File: src/rtl/astro_pkg.sv
// Shared game-state encoding and default widths for the shooter display.
// The state values feed the status LEDs directly, so the encoding is fixed.
package astro_pkg;

   typedef enum logic [1:0] {
      ST_IDLE   = 2'b00,
      ST_GAME_1 = 2'b01,
      ST_GAME_2 = 2'b10,
      ST_DONE   = 2'b11
   } gameState_t;

   localparam int SCORE_W_DEF = 4;

endpackage

File: src/rtl/game_sequencer_sat_accum.sv
// Saturating accumulator register used for the score.
// Clear has priority over add; the sum sticks at all-ones instead of wrapping.
module sat_accum #(
   parameter int W     = 4,
   parameter int INC_W = 5
) (
   input  logic             clk,
   input  logic             reset_n,
   input  logic             clear,
   input  logic             addEn,
   input  logic [INC_W-1:0] incr,
   output logic [W-1:0]     value
);

   localparam int SW = ((W > INC_W) ? W : INC_W) + 1;
   localparam logic [SW-1:0] MAX_EXT = SW'({W{1'b1}});

   logic [SW-1:0] sum;

   always_comb begin
      sum = SW'(value) + SW'(incr);
   end

   always_ff @(posedge clk) begin
      if (!reset_n) begin
         value <= '0;
      end else if (clear) begin
         value <= '0;
      end else if (addEn) begin
         value <= (sum > MAX_EXT) ? {W{1'b1}} : sum[W-1:0];
      end
   end

endmodule

File: src/rtl/game_sequencer.sv
// Game-flow controller: IDLE -> GAME_1 -> GAME_2 -> DONE, shot budget, alive mask, score.
// Define GAME_SEQ_BONUS_EN to add leftover shots to the score on each level clear.
module game_sequencer
   import astro_pkg::*;
#(
   parameter int NUM_TARGETS     = 2,
   parameter int SHOTS_PER_LEVEL = 8,
   parameter int SCORE_W         = SCORE_W_DEF
) (
   input  logic                   clk,
   input  logic                   reset_n,
   input  logic                   tick,
   input  logic                   start,
   input  logic                   fire_req,
   input  logic [NUM_TARGETS-1:0] hit,
   input  logic                   bullet_done,
   output logic [1:0]             state,
   output logic                   shoot_grant,
   output logic                   in_flight,
   output logic [NUM_TARGETS-1:0] target_alive,
   output logic                   reload,
   output logic [3:0]             shots_left,
   output logic [SCORE_W-1:0]     score,
   output logic                   win
);

   localparam int INC_W = $clog2(NUM_TARGETS + 16) + 1;
   localparam logic [3:0] SHOTS_INIT = 4'(SHOTS_PER_LEVEL);
   localparam logic [NUM_TARGETS-1:0] ALL_ALIVE = '1;

   gameState_t             curState, nextState;
   logic                   nextGrant, nextFlight, nextReload, nextWin;
   logic [NUM_TARGETS-1:0] nextAlive, hitLive;
   logic [3:0]             nextShots;
   logic                   scoreClear, scoreAdd;
   logic [INC_W-1:0]       scoreInc;

   assign state = curState;

   // Decisions are taken only on tick cycles; the pulse outputs default back to 0 otherwise.
   // Within a game tick the hit/bullet_done/fire priority is resolved first, and the
   // level-clear / out-of-shots checks then look at the resulting mask and budget.
   always_comb begin
      nextState  = curState;
      nextGrant  = 1'b0;
      nextReload = 1'b0;
      nextFlight = in_flight;
      nextAlive  = target_alive;
      nextShots  = shots_left;
      nextWin    = win;
      scoreClear = 1'b0;
      scoreAdd   = 1'b0;
      scoreInc   = '0;
      hitLive    = hit & target_alive;

      if (tick) begin
         case (curState)
            ST_IDLE: begin
               if (start) begin
                  nextState  = ST_GAME_1;
                  scoreClear = 1'b1;
                  nextWin    = 1'b0;
                  nextShots  = SHOTS_INIT;
                  nextAlive  = ALL_ALIVE;
                  nextReload = 1'b1;
                  nextFlight = 1'b0;
               end
            end
            ST_GAME_1, ST_GAME_2: begin
               if (in_flight && (|hit)) begin
                  nextAlive  = target_alive & ~hit;
                  nextFlight = 1'b0;
                  scoreAdd   = 1'b1;
                  for (int i = 0; i < NUM_TARGETS; i++) begin
                     scoreInc = scoreInc + INC_W'(hitLive[i]);
                  end
               end else if (in_flight && bullet_done) begin
                  nextFlight = 1'b0;
               end else if (!in_flight && fire_req && (shots_left != 4'd0)) begin
                  nextGrant  = 1'b1;
                  nextFlight = 1'b1;
                  nextShots  = shots_left - 4'd1;
               end

               // The bonus must see the budget before GAME_1 reloads it.
               if (nextAlive == '0) begin
`ifdef GAME_SEQ_BONUS_EN
                  scoreAdd = 1'b1;
                  scoreInc = scoreInc + INC_W'(nextShots);
`endif
                  if (curState == ST_GAME_1) begin
                     nextState  = ST_GAME_2;
                     nextReload = 1'b1;
                     nextAlive  = ALL_ALIVE;
                     nextShots  = SHOTS_INIT;
                     nextFlight = 1'b0;
                  end else begin
                     nextState = ST_DONE;
                     nextWin   = 1'b1;
                  end
               end else if ((nextShots == 4'd0) && !nextFlight) begin
                  nextState = ST_DONE;
                  nextWin   = 1'b0;
               end
            end
            ST_DONE: begin
               if (!start) begin
                  nextState = ST_IDLE;
               end
            end
            default: begin
               nextState = ST_IDLE;
            end
         endcase
      end
   end

   // Registered outputs; reset wins over any pending game decision.
   always_ff @(posedge clk) begin
      if (!reset_n) begin
         curState     <= ST_IDLE;
         shoot_grant  <= 1'b0;
         in_flight    <= 1'b0;
         target_alive <= ALL_ALIVE;
         reload       <= 1'b0;
         shots_left   <= 4'd0;
         win          <= 1'b0;
      end else begin
         curState     <= nextState;
         shoot_grant  <= nextGrant;
         in_flight    <= nextFlight;
         target_alive <= nextAlive;
         reload       <= nextReload;
         shots_left   <= nextShots;
         win          <= nextWin;
      end
   end

   sat_accum #(
      .W     (SCORE_W),
      .INC_W (INC_W)
   ) scoreAcc (
      .clk     (clk),
      .reset_n (reset_n),
      .clear   (scoreClear),
      .addEn   (scoreAdd),
      .incr    (scoreInc),
      .value   (score)
   );

endmodule

File: config.mk
export PLATFORM = sky130hd
export DESIGN_NAME = game_sequencer
export DESIGN_NICKNAME = d
export VERILOG_FILES = /design/src/rtl/astro_pkg.sv /design/src/rtl/game_sequencer_sat_accum.sv /design/src/rtl/game_sequencer.sv
export SDC_FILE = /design/constraint.sdc
export NUM_CORES = 1
export LEC_CHECK = 0
export CORE_MARGIN = 2
export CORE_UTILIZATION = 55
export DETAILED_ROUTE_END_ITERATION = 12
export DONT_BUFFER_PORTS = 1
export MAX_ROUTING_LAYER = met4
export PLACE_DENSITY = 0.73
export SYNTH_ARGS = -nofsm -noshare
export SYNTH_HDL_FRONTEND = slang
export SYNTH_SLANG_ARGS = --single-unit
export TNS_END_PERCENT = 1
File: constraint.sdc
create_clock -name clk -period 4.6 [get_ports clk]
set_clock_uncertainty 0.05 [all_clocks]
set_input_delay 0.69 -clock clk [delete_from_list [all_inputs] [get_ports clk]]
set_output_delay 0.69 -clock clk [all_outputs]
set_load 0.02 [all_outputs]
==> metrics.md, run 1 <==
| Metric | Value |
|---|---|
| Outcome | `finished clean` |
| TritonRoute pass-1 iters | `3` |
| Max Root-Sink Buffers | `2` |
| Rows | `15` |
| Clock latency on the worst-skew pair | `about 0.28 ns` |
| Combinational share of power | `between 20% and 30%` |
| PnR Total Power | `between 0.3 and 0.4 mW` |
| Post-CTS Resized | `0` |
| Peak VDD IR | `between 0.0002 and 0.00025 V` |
| Antenna cells | `0` |
| Net Sw Power | `about 0.13 mW` |
| Setup TNS | `0 ns` |
| Drt via density | `5.944` |
| Worst path arrival time | `2.78 ns` |
| CTS buffer count | `3` |
| DRC Markers | `0` |
| Antenna Nets Post-Route | `0` |
| Final period util | `58.10%` |
| Post-synthesis average cell area | `8.525 µm²` |
| Pre-CTS setup slack | `approximately 2.0 ns` |
| Slowest cell on crit path | `dfxtp_1` |
| Post-synth EDFFs | `0` |
| Die Y | `between 40 and 50 µm` |
| Share of layout cells above drive strength 1 | `under 10%` |
| Initial core utilization | `58.26%` |
| Max-cap violations | `0` |
| DIE AREA | `2187 µm²` |
| Dpl cells | `~140` |
| Post-Syn Area | `about 1000 µm²` |
| Max stage delay on crit path | `slightly above 0.5 ns` |
| DR iter-0 viols | `6` |
| Clock network fraction of design power | `about a quarter` |
| CP Class | `reg -> reg` |
| CTS tree | `yes` |
| Crit path max fanout | `10` |
| Detail Placement HPWL | `between 1500 and 2000 µm` |
| Area contributors post-synth | `dfxtp_1 32%, ha_1 8.7%, nand2_1 4.5%, a31oi_1 3.1%, and2_1 3.1%` |
| Slew HR | `~69%` |
| Switch share | `between 30% and 40%` |
| Fmax | `between 300 and 400 MHz` |
| Post-CTS Hold Fix Bufs | `0` |
| Post-synth top flop | `dfxtp_1` |
| Area Growth Syn to Fin | `4.602%` |
| Hold Path Class | `in -> reg` |
| Number of synthesis warnings | `0` |
| Crit-path leading delay family | `adder cells` |
| Post-synth top area cell | `dfxtp_1` |
| Leak | `approximately 0.42 nW` |
| PortBufs | `0` |
| #FFs+latches synth | `16` |
| Sequential share of power | `45.8%` |
| Routed length per instance | `between 10 and 15 µm` |
| Synth Net Count | `134` |
| Die W | `about 47 µm` |
| Crit path time final | `between 2 and 3 ns` |
| Seq/Total Area, Yosys | `a little under a third` |
| Mapped Cells | `approximately 120` |
| Largest net degree at the start of global routing | `11` |
| Fin. max-slew vios | `0` |
| CTS Sinks | `16` |
| GRT Overall Usage | `a little over a fifth` |
| Worst path bufs/invs | `1` |
| Setup crit end kind | `register` |
| Vias in the first global route | `750` |
| Number of setup violations in the final report | `0` |
| Ports | `24` |
| Core Box Area | `~1700 µm²` |
| Async set or reset register ratio after synthesis | `0%` |
| Final Core Density | `between 60% and 70%` |
| Final Hold Viols | `0` |
| Final worst slack | `1.927 ns` |
| Overflow after GRT | `0` |
| Postcts setup bufs | `0` |
| Fin cells | `about 140` |
| Cell mode on critical path | `ha_1` |
| P_int | `0.2390 mW` |
| H-tree depth | `1` |
| Wire length of the first global-routing pass | `3215 µm` |
| Post-synth cell types | `39` |
| Area share of the largest cell type after synthesis | `about a third` |
| GP Congestion | `roughly 0.88` |
| Vias | `roughly 840` |
| Clk slew on worst S/H paths | `roughly 0.1 ns` |
| Critical Path RT | `between 4 and 5 ns` |
| Crit-path cells | `inv_1, ha_1, o2111a_1, and2_1, ha_1, fa_1, a31oi_1, a211oi_1` |
| Final WL | `2026 µm` |
| Least-Margin Pin Slew | `approximately 0.47 ns` |
| RSZ-0062 raised after global routing | `false` |
| Layout Nets | `134` |
| PD cells | `approximately 350 nW/µm²` |
| CTS Root Cell | `clkbuf_4` |
| Startpoint types | `register` |
| Initial antenna violation count | `0` |
-- power groups by stage --
stage | Combinational [mW] | Sequential [mW] | Clock [mW]
6_report | 0.107 | 0.167 | 0.0913
5_1_grt | 0.121 | 0.169 | 0.101
4_1_cts | 0.106 | 0.168 | 0.0940
3_5_place_dp | 0.105 | 0.171 | 0
3_3_place_gp | 0.102 | 0.170 | 0
2_1_floorplan | 0.0894 | 0.168 | 0
-- worst reg2reg max path, stage by stage, from the launching register on --
cell and delay (ns):
dfxtp_1 0.51, inv_1 0.13, ha_1 0.44, o2111a_1 0.40, and2_1 0.18, ha_1 0.17
fa_1 0.42, a31oi_1 0.17, a211oi_1 0.09
-- through the flow --
stage,area (µm²),hold WS [ns]
after CTS,1052,0.4746
after global placement,1016,0.5396
final,1052,0.4805
after floorplan,1006,0.5166
after detailed placement,1016,0.5481
after global routing,1052,0.4699
-- area by class of cell --
cell class | instances | area, µm²
Tap cell | 25 | 31.28
Clock buffer | 4 | 36.28
Sequential cell | 16 | 320.3
Inverter | 7 | 26.28
Multi-Input combinational cell | 90 | 638.1
Fill cell | 160 | 674.4
-- final timing paths --
kind                            startpoint           endpoint  slack, ns  cells past startpoint
worst max-delay path              state[1]  scoreAcc.value[1]       1.93                      8
worst min-delay path                  tick             reload       0.48                      2
worst max register to register    state[1]  scoreAcc.value[1]       1.93                      8
worst min register to register         win                win       0.56                      2
-- cell usage after synthesis, types with 4 or more instances --
cell and number:
nor2_1 6, ha_1 7, a21oi_1 5, and2_1 5, dfxtp_1 16, nand3_1 6
nand2_1 12, a31oi_1 5, inv_1 7, o21ai_0 4
-- kinds of logic (layout without fill, tap and decap cells) --
group,after synthesis,after routing,synth area share (%)
compound gates,32,32,24.38
fa+ha+maj,8,8,10.70
buf+inv,12,11,4.727
flops,16,16,31.84
mux,3,3,3.234
simple gates,47,47,25.13
-- layer usage --
layer	vias up	GRT usage (%)	wire length [µm]	part of all wire (%)
met4	0	6.667	14	0.69
li1	428	-	-	-
met5	-	-	0	0
met3	2	3.846	71	3.5
met1	400	29.31	1074	53
met2	14	30.68	865	43
-- flip-flops by register name, summed over array words and instances (netlist names) --
| name | count |
|---|---|
| win | 1 |
| target_alive | 2 |
| shoot_grant | 1 |
| reload | 1 |
| shots_left | 4 |
| in_flight | 1 |
| state | 2 |
| scoreAcc.value | 4 |
-- placed cells by master, fill, tap and decap left out, types with 2 or more instances in the layout --
cell      instances
a211oi_1          3
a21bo_2           2
a21o_1            3
a21oi_1           5
a31oi_1           5
and2_1            5
and4b_1           2
clkbuf_4          3
dfxtp_1          16
ha_1              7
inv_1             7
mux2_2            2
nand2_1          12
nand3_1           6
nand3b_1          2
nor2_1            6
nor2b_1           3
nor3_1            3
nor3b_1           2
o21ai_0           4
Power figures use the tool's default switching activity.
==> run 2, diff against run 1 <==
--- a/config.mk
+++ b/config.mk
@@ -10,7 +10,7 @@
 export DETAILED_ROUTE_END_ITERATION = 12
 export DONT_BUFFER_PORTS = 1
 export MAX_ROUTING_LAYER = met4
-export PLACE_DENSITY = 0.73
+export PLACE_DENSITY = 0.76
 export SYNTH_ARGS = -nofsm -noshare
 export SYNTH_HDL_FRONTEND = slang
 export SYNTH_SLANG_ARGS = --single-unit
==> constraint.sdc (replaced) <==
create_clock -name clk -period 2.2 [get_ports clk]
set_clock_uncertainty 0.05 [all_clocks]
set_input_delay 0.33 -clock clk [delete_from_list [all_inputs] [get_ports clk]]
set_output_delay 0.33 -clock clk [all_outputs]
set_load 0.02 [all_outputs]
==> run 2 against run 1 <==
Net effect:
- worst hold slack worse by 0.38 ns
- largest cell class unchanged
- via count up 3.0%
- highest routed layer unchanged
- die area unchanged
==> metrics.md, run 2 (synthesis gave the netlist of run 1 again) <==
| Metric | Value |
|---|---|
| Combinational share of power | `33.0% (+3.8 points)` |
| CP Class | `reg -> reg` |
| Biggest regs | `scoreAcc.value: 4 flops, shots_left: 4 flops` |
| PortBufs | `0 (unchanged)` |
| Least-Margin Pin Slew | `0.4540 ns (-0.01178 ns)` |
| Largest net degree at the start of global routing | `11 (unchanged)` |
| CTS tree | `yes` |
| Clk slew on worst S/H paths | `0.10 ns (about the same)` |
| Die W | `46.77 µm (unchanged)` |
| Antenna Nets Post-Route | `0 (unchanged)` |
| Overflow after GRT | `0 (unchanged)` |
| Drt via density | `5.832 (-1.9%)` |
| Sequential share of power | `42.9% (-2.9 points)` |
| Initial core utilization | `58.26% (unchanged)` |
| Final Hold Viols | `0 (unchanged)` |
| Share of layout cells above drive strength 1 | `20.97% (+12 points)` |
| Vias | `869 (+3.0%)` |
| Slew HR | `69.74% (+0.83 points)` |
| Routed length per instance | `14.23 µm (-0.23%)` |
| Switch share | `34.84% (+0.20 points)` |
| PnR Total Power | `0.8352 mW (+130%)` |
| Rows | `15 (unchanged)` |
| Core Box Area | `1727 µm² (unchanged)` |
| Net Sw Power | `0.2909 mW (+130%)` |
| GP Congestion | `0.8172 (-7.6%)` |
| Setup crit end kind | `register` |
| CTS Sinks | `16 (unchanged)` |
| Clock latency on the worst-skew pair | `0.29 ns (about the same)` |
| Antenna cells | `0 (unchanged)` |
| Max Root-Sink Buffers | `2 (unchanged)` |
| GRT Overall Usage | `21.68% (+0.67 points)` |
| Critical Path RT | `2.35 ns (-2.36 ns)` |
| Post-CTS Hold Fix Bufs | `0 (unchanged)` |
| Final WL | `2121 µm (+4.7%)` |
| DR iter-0 viols | `10 (+4)` |
| DRC Markers | `0 (unchanged)` |
| Worst path arrival time | `2.31 ns (-0.47 ns)` |
| TritonRoute pass-1 iters | `4 (+1)` |
| Detail Placement HPWL | `1593 µm (+3.2%)` |
| Number of setup violations in the final report | `0 (unchanged)` |
| H-tree depth | `1 (unchanged)` |
| Initial antenna violation count | `0 (unchanged)` |
| Highest-count cells in the layout ignoring fill and taps | `14 x dfxtp_1, 12 x nand2_1, 7 x buf_4, 6 x nand3_1, 6 x nor2_1` |
| Final Core Density | `66.45% (+5.5 points)` |
| Most common cell after layout, fill and taps aside | `dfxtp_1` |
| Fmax | `462.7 MHz (+24%)` |
| Startpoint types | `register` |
| Fill count | `144 (-10%)` |
| Outcome | `finished clean` |
| DIE AREA | `2187 µm² (unchanged)` |
| Max-cap violations | `0 (unchanged)` |
| Fin. max-slew vios | `0 (unchanged)` |
| Crit path time final | `2.161 ns (-0.5116 ns)` |
| CTS Root Cell | `clkbuf_4` |
| Hold Path Class | `in -> reg` |
| Clock network fraction of design power | `24.1% (-0.9 points)` |
| Final period util | `98.23% (+40 points)` |
| Wire length of the first global-routing pass | `3256 µm (+1.3%)` |
| Ports | `24 (unchanged)` |
| Peak VDD IR | `0.0004365 V (+98%)` |
| Leak | `0.4506 nW (+8.3%)` |
| Layout Nets | `141 (+5.2%)` |
| Area Growth Syn to Fin | `14.05%` |
| Vias in the first global route | `785 (+4.7%)` |
| PD cells | `727.9 nW/µm² (+110%)` |
| Die Y | `46.77 µm (unchanged)` |
| P_int | `0.5443 mW (+130%)` |
| Crit path max fanout | `5 (-5)` |
| CTS buffer count | `3 (unchanged)` |
| RSZ-0062 raised after global routing | `true` |
[run 2: cell type report]
cell class	instances	area, µm²	share of cell area [%]
multi-input combinational	90	668.1	58.23
sequential	16	327.8	28.57
timing repair buffer	7	52.55	4.580
clock buffer	4	36.28	3.162
inverter	7	31.28	2.726
tap	25	31.28	2.726
[run 2: worst paths after layout]
path            start           endpoint  slack, ns  cells after the start
max          state[0]  scoreAcc.value[1]       0.04                      8
min              tick             reload        0.1                      2
max reg2reg  state[0]  scoreAcc.value[1]       0.04                      8
min reg2reg  state[0]           state[0]       0.50                      2
[run 2: routing by layer]
layer	wire length [µm]	part of all wire (%)	GRT usage, %
met5	0	0	-
met4	26	1.2	10.00
met3	148	7.0	5.385
met2	906	43	30.41
met1	1039	49	29.15
[run 2: through the flow]
| step | instance area, µm² | worst slack (ns) | setup TNS, ns | cells | hold WS, ns |
|---|---|---|---|---|---|
| global route | 1147 | -0.01048 | -0.01048 | 149 | 0.1024 |
| global placement | 1086 | 0.1756 | 0 | 142 | 0.4102 |
| detailed placement | 1086 | 0.08475 | 0 | 142 | 0.4149 |
| floorplan | 1062 | 0.002781 | 0 | 118 | 0.4188 |
| finish | 1147 | 0.03896 | 0 | 149 | 0.09713 |
| CTS | 1122 | 0.04942 | 0 | 146 | 0.09645 |
[run 2: repair_timing]
| item | in CTS | in global routing |
|---|---|---|
| setup endpoints to repair | 0 | 1 |
| buffers inserted | 0 | 3 |
| gates resized for setup | 0 | 1 |
[run 2: power by group through the flow]
stage | registers (mW) | logic (mW) | clock network (mW)
after floorplan | 0.358 | 0.218 | 0
after global routing | 0.362 | 0.304 | 0.218
after CTS | 0.357 | 0.247 | 0.204
final | 0.358 | 0.276 | 0.201
after global placement | 0.362 | 0.240 | 0
after detailed placement | 0.364 | 0.243 | 0
[run 2: critical path, stage by stage, from the launching register on]
cell      delay (ns)
dfxtp_4         0.43
inv_4           0.05
ha_4            0.25
o2111a_1        0.16
and2_4          0.15
ha_4            0.15
fa_2            0.52
a31oi_1         0.04
a211oi_1        0.26
